<file path="config.mk">
export PLATFORM = sky130hd
export DESIGN_NAME = fifo_burst_reader
export DESIGN_NICKNAME = d
export VERILOG_FILES = /design/src/rtl/fifo_burst_reader.sv
export SDC_FILE = /design/constraint.sdc
export NUM_CORES = 1
export LEC_CHECK = 0
export ABC_AREA = 0
export BUFFER_PORTS_ARGS = -buffer_cell sky130_fd_sc_hd__buf_2
export CORE_AREA = 3 3 73 75
export DETAILED_ROUTE_END_ITERATION = 8
export DIE_AREA = 0 0 76 78
export GPL_ROUTABILITY_DRIVEN = 0
export PLACE_DENSITY = 0.55
export REMOVE_ABC_BUFFERS = 1
export SYNTH_ARGS = -nofsm -noshare
export SYNTH_HDL_FRONTEND = slang
export SYNTH_SLANG_ARGS = --single-unit
</file>
<file path="constraint.sdc">
create_clock -name clk -period 4.4 [get_ports clk]
set_input_delay 0.44 -clock clk [delete_from_list [all_inputs] [get_ports clk]]
set_output_delay 0.44 -clock clk [all_outputs]
set_load 0.02 [all_outputs]
</file>
<file path="src/rtl/fifo_burst_reader.sv">
// fifo_burst_reader
// Pop-side controller for the single-port line FIFO feeding the convolution
// window loader. A start command pops burst_len words. The writer gets the
// FIFO port whenever it raises push_req. Popped words reach a valid/ready
// stream through a 2-entry output buffer.
//
// Ports:
//   clk, reset (async, active-low)
//   start, burst_len       burst command, sampled only in IDLE
//   push_req               writer owns the FIFO port this cycle (priority)
//   fifo_en, fifo_push_pop FIFO port controls (push_pop always 0 = pop)
//   fifo_data, fifo_empty  FIFO read data (valid in pop cycle) and empty flag
//   out_valid/out_ready/out_data  output stream, head of 2-entry buffer
//   busy                   state != IDLE
//   done                   one-cycle pulse in the DONE state
//   stall_cnt              FETCH cycles spent waiting on an empty FIFO
//
// Optional feature: define FIFO_RD_STALL_CNT_EN to build the stall counter.
// When it is undefined, stall_cnt is tied to zero.
module fifo_burst_reader #(
  parameter int DATA_WIDTH = 8,
  parameter int CNT_WIDTH  = 4
) (
  input  logic                  clk,
  input  logic                  reset,
  input  logic                  start,
  input  logic [CNT_WIDTH-1:0]  burst_len,
  input  logic                  push_req,
  output logic                  fifo_en,
  output logic                  fifo_push_pop,
  input  logic [DATA_WIDTH-1:0] fifo_data,
  input  logic                  fifo_empty,
  output logic                  out_valid,
  input  logic                  out_ready,
  output logic [DATA_WIDTH-1:0] out_data,
  output logic                  busy,
  output logic                  done,
  output logic [15:0]           stall_cnt
);

  typedef enum logic [1:0] {IDLE, FETCH, FLUSH, DONE} state_e;

  state_e                state_q, state_d;
  logic [CNT_WIDTH-1:0]  remaining_q, remaining_d;
  logic [1:0]            occ_q, occ_d;
  logic [DATA_WIDTH-1:0] buf0_q, buf0_d;  // head entry
  logic [DATA_WIDTH-1:0] buf1_q, buf1_d;
  logic                  pop;
  logic                  consume;
  logic                  start_acc;

  // out_ready reaches the pop decision only through the registered occupancy.
  always_comb begin
    pop     = (state_q == FETCH) && (remaining_q != '0) && !fifo_empty &&
              !push_req && (occ_q != 2'd2);
    consume = (occ_q != 2'd0) && out_ready;
  end

  always_comb begin
    state_d     = state_q;
    remaining_d = remaining_q;
    start_acc   = 1'b0;
    unique case (state_q)
      IDLE: begin
        if (start) begin
          start_acc   = 1'b1;
          remaining_d = burst_len;
          state_d     = (burst_len != '0) ? FETCH : DONE;
        end
      end
      FETCH: begin
        if (pop) remaining_d = remaining_q - 1'b1;
        // Leave at the same edge as the final pop.
        if (remaining_d == '0) state_d = FLUSH;
      end
      FLUSH: begin
        if (occ_q == 2'd0) state_d = DONE;
      end
      DONE:    state_d = IDLE;
      default: state_d = IDLE;
    endcase
  end

  // Shift-style buffer: the head always lives in buf0.
  // Pop and consume together only happen at occ=1, so the new word becomes the head.
  always_comb begin
    occ_d  = occ_q;
    buf0_d = buf0_q;
    buf1_d = buf1_q;
    unique case ({pop, consume})
      2'b10: begin
        if (occ_q == 2'd0) buf0_d = fifo_data;
        else               buf1_d = fifo_data;
        occ_d = occ_q + 2'd1;
      end
      2'b01: begin
        buf0_d = buf1_q;
        occ_d  = occ_q - 2'd1;
      end
      2'b11: begin
        buf0_d = fifo_data;
      end
      default: ;
    endcase
  end

  always_ff @(posedge clk or negedge reset) begin
    if (!reset) begin
      state_q     <= IDLE;
      remaining_q <= '0;
      occ_q       <= '0;
      buf0_q      <= '0;
      buf1_q      <= '0;
    end else begin
      state_q     <= state_d;
      remaining_q <= remaining_d;
      occ_q       <= occ_d;
      buf0_q      <= buf0_d;
      buf1_q      <= buf1_d;
    end
  end

`ifdef FIFO_RD_STALL_CNT_EN
  logic [15:0] stall_q, stall_d;

  always_comb begin
    stall_d = stall_q;
    if (start_acc)
      stall_d = '0;
    else if ((state_q == FETCH) && (remaining_q != '0) && fifo_empty && (stall_q != '1))
      stall_d = stall_q + 16'd1;
  end

  always_ff @(posedge clk or negedge reset) begin
    if (!reset) stall_q <= '0;
    else        stall_q <= stall_d;
  end

  assign stall_cnt = stall_q;
`else
  assign stall_cnt = '0;
`endif

  assign fifo_en       = pop;
  assign fifo_push_pop = 1'b0;
  assign out_valid     = (occ_q != 2'd0);
  assign out_data      = buf0_q;
  assign busy          = (state_q != IDLE);
  assign done          = (state_q == DONE);

endmodule

</file>
; ---- After elaboration in Yosys (flattened, before gate mapping)
; Index checks and enable logic that the tools add are counted.
; Widths: inputs -> output; s select.
[word_totals]
rom_bits = 0
mem_bits_rw = 0
memories = 0
register_bits = 24
out_inout_bits = 29
latch_bits = 0
in_bits = 18
[classes]
bitwise_logic = 1
multipliers = 0
addsub = 3
reduce_logical = 21
eq_ne = 11
muxes = 12
div_mod_pow = 0
shifts = 0
n_lt_le_gt_ge = 0
[op_table]
columns = operator, n
row1 = $pmux 8 s3, 1
row2 = $mux 4, 3
row3 = $eq 2x2->1 const B, 4
row4 = $mux 2, 4
row5 = $mux 8, 1
row6 = $ne 2x2->1 const B, 4
row7 = $pmux 2 s4, 1
row8 = $pmux 4 s2, 1
row9 = $reduce_bool 2->1, 4
row10 = $reduce_bool 4->1, 2
row11 = $reduce_and 2->1, 3
row12 = $logic_and 1x1->1, 5
row13 = $eq 2x1->1 const B, 2
row14 = $logic_not 2->1, 2
row15 = $logic_not 4->1, 1
row16 = $pmux 2 s2, 1
row17 = $sub 4x1->4 const B, 1
row18 = $reduce_and 3->1, 1
row19 = $reduce_bool 3->1, 1
row20 = $add 2x1->2 const B, 1
row21 = $logic_not 1->1, 2
row22 = $ne 2x1->1 const B, 1
row23 = $sub 2x1->2 const B, 1
row24 = $not 1->1, 1

; ---- Logic depth before layout (Yosys ltp)
; Gate-level depths: netlist of run 1.
[depth]
depth_word = 10
ltp_mapped = 10

; ---- Worst setup path after synthesis of run 1
; No wires, ideal clock.
[synth_timing]
path_kind = register -> register
from = register remaining_q[0]
to = register occ_q[1]
t_arrival_ns = 2.542
stages_incl_launch_ff = 11
path_buffers = 1
t_required_ns = 4.321
setup_ns = 0.079
synth_period_minus_slack_ns = 2.621
slack_ns = 1.779
path_cell_list = dfrtp_1 > inv_1 > ha_1 > nor3b_1 > a2111oi_4 > inv_1 > ha_1 > clkbuf_1 > xnor2_1 > nor2_1 > xor2_1
[synth_between]
elab_chain_cells = 7
elab_cells_between_ends = 9
classes_between = eq/ne (2) / mux (1) / reduce/logical (6)
[synth_lines]
columns = item, line_no
row1 = "start, declared", 44  ; logic [CNT_WIDTH-1:0] remaining_q, remaining_d;
row2 = "start signal, assigned", 116  ; remaining_q <= remaining_d;
row3 = $reduce_bool 4->1 (*), 54  ; pop = (state_q == FETCH) && (remaining_q != '0) && !fifo_empty &&
row4 = $logic_and 1x1->1 (*) (3 in a row), 54
row5 = $logic_and 1x1->1 (*), 55  ; !push_req && (occ_q != 2'd2);
row6 = via fifo_en, 29  ; output logic fifo_en,
row7 = $eq 2x1->1 or $eq 2x2->1 (tied branches), 90  ; unique case ({pop, consume})
row8 = $pmux 2 s2 or $reduce_bool 2->1 (tied branches), n/a
row9 = "end signal, assigned", 111  ; occ_q <= '0;
row10 = "end signal, assigned", 117  ; occ_q <= occ_d;
row11 = "end, declared", 45  ; logic [1:0] occ_q, occ_d;
; The timed path passes the listed nets; every way through them passes the cells marked *.
; A chain may end at the register's enable or synchronous reset.

; ---- Worst setup path in the final report of run 1
[layout_timing]
from = register state_q[1]
to = register occ_q[1]
[layout_between]
elab_chain_cells = 7
elab_cells_between_ends = 9
classes_between = eq/ne (3) / mux (1) / reduce/logical (5)
[layout_lines]
columns = item, line_no
row1 = "start, declared", 43  ; state_e state_q, state_d;
row2 = "start signal, assigned", 115  ; state_q <= state_d;
row3 = $eq 2x1->1 (*), 54
row4 = $logic_and 1x1->1 (*) (3 in a row), 54
row5 = $logic_and 1x1->1 (*), 55
row6 = $eq 2x1->1 or $eq 2x2->1 (tied branches), 90
row7 = $pmux 2 s2 or $reduce_bool 2->1 (tied branches), n/a
; Every way passes the cells marked *; elsewhere a longest branch is shown, timed or not.

==> impl_metrics.csv, run 1 <==
group,metric,value,unit
routing,dr.pass1.iters,4,
layout,mostFrequentLayoutCells,"buf_2, dfrtp_1, conb_1",
power_and_ir_drop,powerDensity,694,mW/mm^2
layout,syn_to_final_growth,15.4,%
floorplanning,die_w,76,um
setup_path,setup.worst_path.class,"reg2reg",
routing,wl_per_cell,11.4,um
routing,post-route-drc-count,0,
synthesis,syn_area,0.00140,sq mm
placement,dp_hpwl,2.03,mm
clock_network,ctsRootBufferMaster,"clkbuf_8",
global_routing,grt_overflow,0,
clock_network,cts_tree,"yes",
synthesis,ys_ff_latch,24,
power_and_ir_drop,vdd_drop_max,370,uV
clock_network,h-tree-depth,1,
global_routing,grt_pass1_vias,959,
sta,layout_min_cycle_time,2760,ps
run,drv_cap,0,
clock_network,numClockSinks,24,
setup_path,path_max_fanout,11,
min_path,hold_class,"in2async",
sta,skew,2.97,ps
synthesis,post_synth_num_cell_types,29,
floorplanning,placementRows,25,
power_and_ir_drop,p_leak,0.775,nW
global_routing,grt.total_usage,9.35,%
clock_network,numCtsBuffers,3,
clock_network,ctsHoldBuffers,0,
synthesis,netlist_instances,136,
setup_path,cp_slowest_cell,"a2111oi_4",
setup_path,r2r-start,"state_q[1]",
clock_network,postCtsSetupRepairBufs,0,
global_routing,antenna_found_initial,0,
layout,post-route-util,34.3,%
global_routing,grt_pass1_wl,4.54,mm
floorplanning,coreArea,0.00472,sq mm
placement,numPortBuffers,29,
sta,slew_violations,0,
setup_path,critPathMaxStageDelay,610,ps
synthesis,avgSynthCellArea,10.3,sq um
global_routing,grt_start_max_net_pins,25,
sta,relSlewSlack,57.3,%
synthesis,seq_area_frac_synth,42.9,%
status,outcome,"complete, no violations",
setup_path,crit_buf_inv,2,
routing,drt_iter0_drc,59,
sta,grt_setup_unrepaired,"no",
sta,whs,147,ps
sta,setup_viol,0,
sta,fmax,363,MHz
clock_network,cts_resized,0,
sta,worst_slack,1640,ps
clock_network,cts.clk_slew.worst_paths,90,ps
synthesis,ys.warnings.count,0,
floorplanning,die_h,78,um
floorplanning,io_pins,47,
setup_path,worstSetupStartpoint,"state_q[1]",
layout,antennaDiodeCount,0,
setup_path,reg2reg_to,"occ_q[1]",
routing,ant_nets,0,
setup_path,endpoint_kind,"flip-flop",
setup_path,worstRegToRegCells,9,
floorplanning,dieArea,0.00593,sq mm
routing,vias,984,
sta,hold_violations,0,
clock_network,clock_path_buffers,2,
setup_path,crit_path_start_kind,"flip-flop",
floorplanning,initial_utilization,29.7,%
routing,wirelength,2.64,mm
sta,worstMarginPinSlew,641,ps
layout,nets,190,
placement,pre_cts_ws,1650,ps
setup_path,cp.arrival,2950,ps
sta,setup_tns,0,ps
sta,period_share,62.7,%
setup_path,crit_chain,"inv_1 > ha_1 > nand2b_1 > a2111oi_4 > inv_1 > ha_1 > xnor2_1 > nor2_1 > xor2_1",
setup_path,required,4600,ps
clock_network,clk-insertion-delay-late,270,ps
layout,layout_commonest_cell,"buf_2",
routing,avgViaCountPerCell,4.26,
setup_path,r2r_slack,1640,ps
setup_path,cp_top_family,"adder cells",
layout,drive_above_1_share,27.4,%
worst max-delay path by stage:
stage | to | slack [ps] | depth (start not counted)
final | occ_q[1] | 1640 | 9
after global routing | occ_q[1] | 1350 | 9
after CTS | occ_q[1] | 1600 | 9
after detailed placement | occ_q[1] | 1650 | 9
after global placement | occ_q[1] | 1730 | 9
after floorplan | occ_q[1] | 1810 | 9
flip-flops by register name, summed over array words and instances (netlist names):
signal and flops:
buf1_q 8, out_data 8, state_q 2, occ_q 2, remaining_q 4
Yosys cell counts, drive strengths merged:
cell	number	share of area, %
a2111oi	1	2.0
a21oi	6	2.1
a31oi	3	1.8
buf	18	9.5
clkbuf	3	0.80
conb	1	0.27
dfrtp	24	43
ha	7	6.2
inv	8	2.1
mux2	8	6.4
mux2i	11	7.9
nand2	14	3.7
nand2b	2	0.89
nand4	1	0.45
nor2	7	1.9
nor3	1	0.36
nor3b	1	0.54
o211ai	1	0.54
o21ai	8	2.9
o22a	4	2.5
o41a	1	0.80
or2	1	0.45
or4	1	0.54
xnor2	3	1.9
xor2	1	0.63
per-stage QoR:
stage          total power [mW]  instances  instance area, sq um
6_report                   1.12        231                  1620
5_1_grt                    1.23        231                  1620
4_1_cts                    1.14        231                  1620
3_5_place_dp              0.940        227                  1550
3_3_place_gp              0.938        227                  1550
2_1_floorplan             0.803        131                  1320
cell type report:
type                       instances  area, sq um
fill                             482         3110
multi-input combinational         99          687
sequential                        24          601
timing repair buffer              29          145
tap                               67         83.8
clock buffer                       3         41.3
clock inverter                     1         30.0
inverter                           8         30.0
kinds of logic after synthesis:
family	synth area share, %
fa+ha+maj	6.25
mux	14.3
other cells	0.268
flops	42.9
buf+inv	12.4
simple gates	8.84
xor+xnor	2.50
compound gates	12.6
worst reg2reg max path, cell delays in order, from the launching register on:
cell       delay, ps
dfrtp_1          400
inv_1            100
ha_1             380
nand2b_1         180
a2111oi_4        610
inv_1            130
ha_1             420
xnor2_1          200
nor2_1           130
xor2_1           140
per-layer routing:
layer	GRT usage, %	vias up	share of wire, %
met5	0	-	0
met4	0.543	0	0
met3	3.60	0	8.5
met2	14.5	45	43
met1	13.0	451	49
li1	-	488	-
report_power, final:
group          switching [mW]  leakage, nW  internal (mW)
Combinational           0.300        0.448          0.225
Sequential             0.0748        0.291          0.328
Clock                  0.0736       0.0357          0.122
(Power assumes the default switching activity.)
==> inputs of run 2 (changes only) <==
- PLACE_DENSITY: 0.55 -> 0.57
- clock period: 4.4 -> 2.5 ns (I/O delays scaled with it)
==> run 2 against run 1 <==
  * Fmax up 22%
  * Die area unchanged
  * Clock power up 72%
  * Clock skew down 0.68 ps
==> impl_metrics.csv, run 2 (synthesis results as in run 1) <==
group,metric,value,unit
status,outcome,"complete, no violations",
setup_path,crit_chain,"inv_1 > ha_1 > nor3b_2 > a2111oi_4 > inv_1 > ha_1 > buf_4 > mux2i_1 > o21ai_0",
setup_path,cp_top_family,"adder cells",
setup_path,path_max_fanout,6,
clock_network,numClockSinks,24,
placement,pre_cts_ws,189,ps
routing,avgViaCountPerCell,4.23,
sta,worstMarginPinSlew,598,ps
layout,nets,194,
floorplanning,dieArea,0.00593,sq mm
floorplanning,initial_utilization,29.7,%
setup_path,r2r_slack,230,ps
min_path,min_path_cells,2,
global_routing,grt_pass1_vias,947,
sta,skew,2.29,ps
setup_path,cp_slowest_cell,"dfrtp_1",
setup_path,worstRegToRegCells,9,
setup_path,r2r-start,"remaining_q[0]",
layout,nFillCells,481,
power_and_ir_drop,p_leak,0.795,nW
clock_network,postCtsSetupRepairBufs,0,
routing,dr.pass1.iters,3,
setup_path,endpoint_kind,"flip-flop",
setup_path,crit_buf_inv,3,
setup_path,setup.worst_path.class,"reg2reg",
layout,layout.cell_area.non_filler,0.00166,sq mm
setup_path,cp.arrival,2400,ps
sta,period_share,90.7,%
global_routing,grt_pass1_wl,4.31,mm
floorplanning,io_pins,47,
layout,drive_above_1_share,29.2,%
min_path,hold_start,"fifo_data[1]",
clock_network,ctsRootBufferMaster,"clkbuf_8",
placement,dp_hpwl,2.04,mm
clock_network,numCtsBuffers,3,
setup_path,crit_path_start_kind,"flip-flop",
global_routing,grt.total_usage,8.74,%
global_routing,grt_start_max_net_pins,25,
global_routing,antenna_found_initial,0,
setup_path,crit_cells,9,
setup_path,reg2reg_to,"out_data[0]",
sta,whs,227,ps
sta,fmax,441,MHz
sta,worst_slack,234,ps
clock_network,clk-insertion-delay-late,260,ps
run,drv_cap,0,
routing,ant_nets,0,
layout,post-route-util,35.0,%
sta,slew_violations,0,
power_and_ir_drop,p_total,2.00,mW
layout,mostFrequentLayoutCells,"buf_2, dfrtp_1, conb_1",
sta,hold_violations,0,
sta,setup_viol,0,
clock_network,clock_path_buffers,2,
setup_path,critPathMaxStageDelay,400,ps
placement,numPortBuffers,29,
min_path,hold_class,"in2reg",
layout,antennaDiodeCount,0,
layout,syn_to_final_growth,18.1,%
clock_network,cts_tree,"yes",
power_and_ir_drop,vdd_drop_max,478,uV
sta,relSlewSlack,59.0,%
floorplanning,coreArea,0.00472,sq mm
routing,post-route-drc-count,0,
clock_network,cts.clk_slew.worst_paths,80,ps
floorplanning,die_w,76,um
routing,wirelength,2.58,mm
layout,layout_commonest_cell,"buf_2",
sta,grt_setup_unrepaired,"no",
routing,wl_per_cell,11.0,um
placement,place_area,0.00157,sq mm
floorplanning,die_h,78,um
routing,vias,995,
global_routing,grt_overflow,0,
clock_network,h-tree-depth,1,
min_path,hold_end,"buf1_q[1]",
routing,drt_iter0_drc,27,
setup_path,required,2630,ps
power_and_ir_drop,powerDensity,1210,mW/mm^2
floorplanning,placementRows,25,
sta,layout_min_cycle_time,2270,ps
==> run 2: changes by cell type in the layout (fill, tap and decap cells not counted) <==
cell	change
buf_4	+3
dlygate4sd3_1	+1
nor3b_1	-1
nor3b_2	+1
==> run 2: how the worst max path moves through the flow <==
stage	end	start	slack, ps
after floorplan	occ_q[1]	state_q[1]	-90
after detailed placement	out_data[4]	remaining_q[0]	190
after global routing	out_data[4]	remaining_q[0]	30
after CTS	out_data[0]	remaining_q[0]	180
after global placement	out_data[6]	remaining_q[0]	260
final	out_data[0]	remaining_q[0]	230
==> run 2: timing repair <==
action	4_1_cts	5_1_grt
hold endpoints to repair	24	0
hold buffers	1	0
endpoints found under the setup margin	0	2
resized for setup	0	1
==> run 2: layout make-up <==
class                   count  area, sq um  area share [%]
multi-input cells          99          692            41.8
inverters                   8         30.0            1.81
flip-flops and latches     24          601            36.3
repair buffers             33          178            10.7
well taps                  67         83.8            5.06
clock inverters             1         30.0            1.81
clock buffers               3         41.3            2.49
==> run 2: layer usage <==
metal  track usage (%)  wire length (um)
met1              12.7              1260
met2              12.9              1130
met3              2.09               176
met4              2.17                14
met5                 0                 0
==> run 2: through the flow <==
stage / TNS, ps / cells
after global routing: 0 / 235
after floorplan: -92.0 / 131
after global placement: 0 / 230
final: 0 / 235
after CTS: 0 / 235
after detailed placement: 0 / 230
==> run 2: power breakdown <==
part / switching (mW) / internal (mW) / total, mW
clock network: 0.122 / 0.214 / 0.336
registers: 0.134 / 0.578 / 0.712
logic: 0.533 / 0.416 / 0.949
total: 0.789 / 1.21 / 2.00
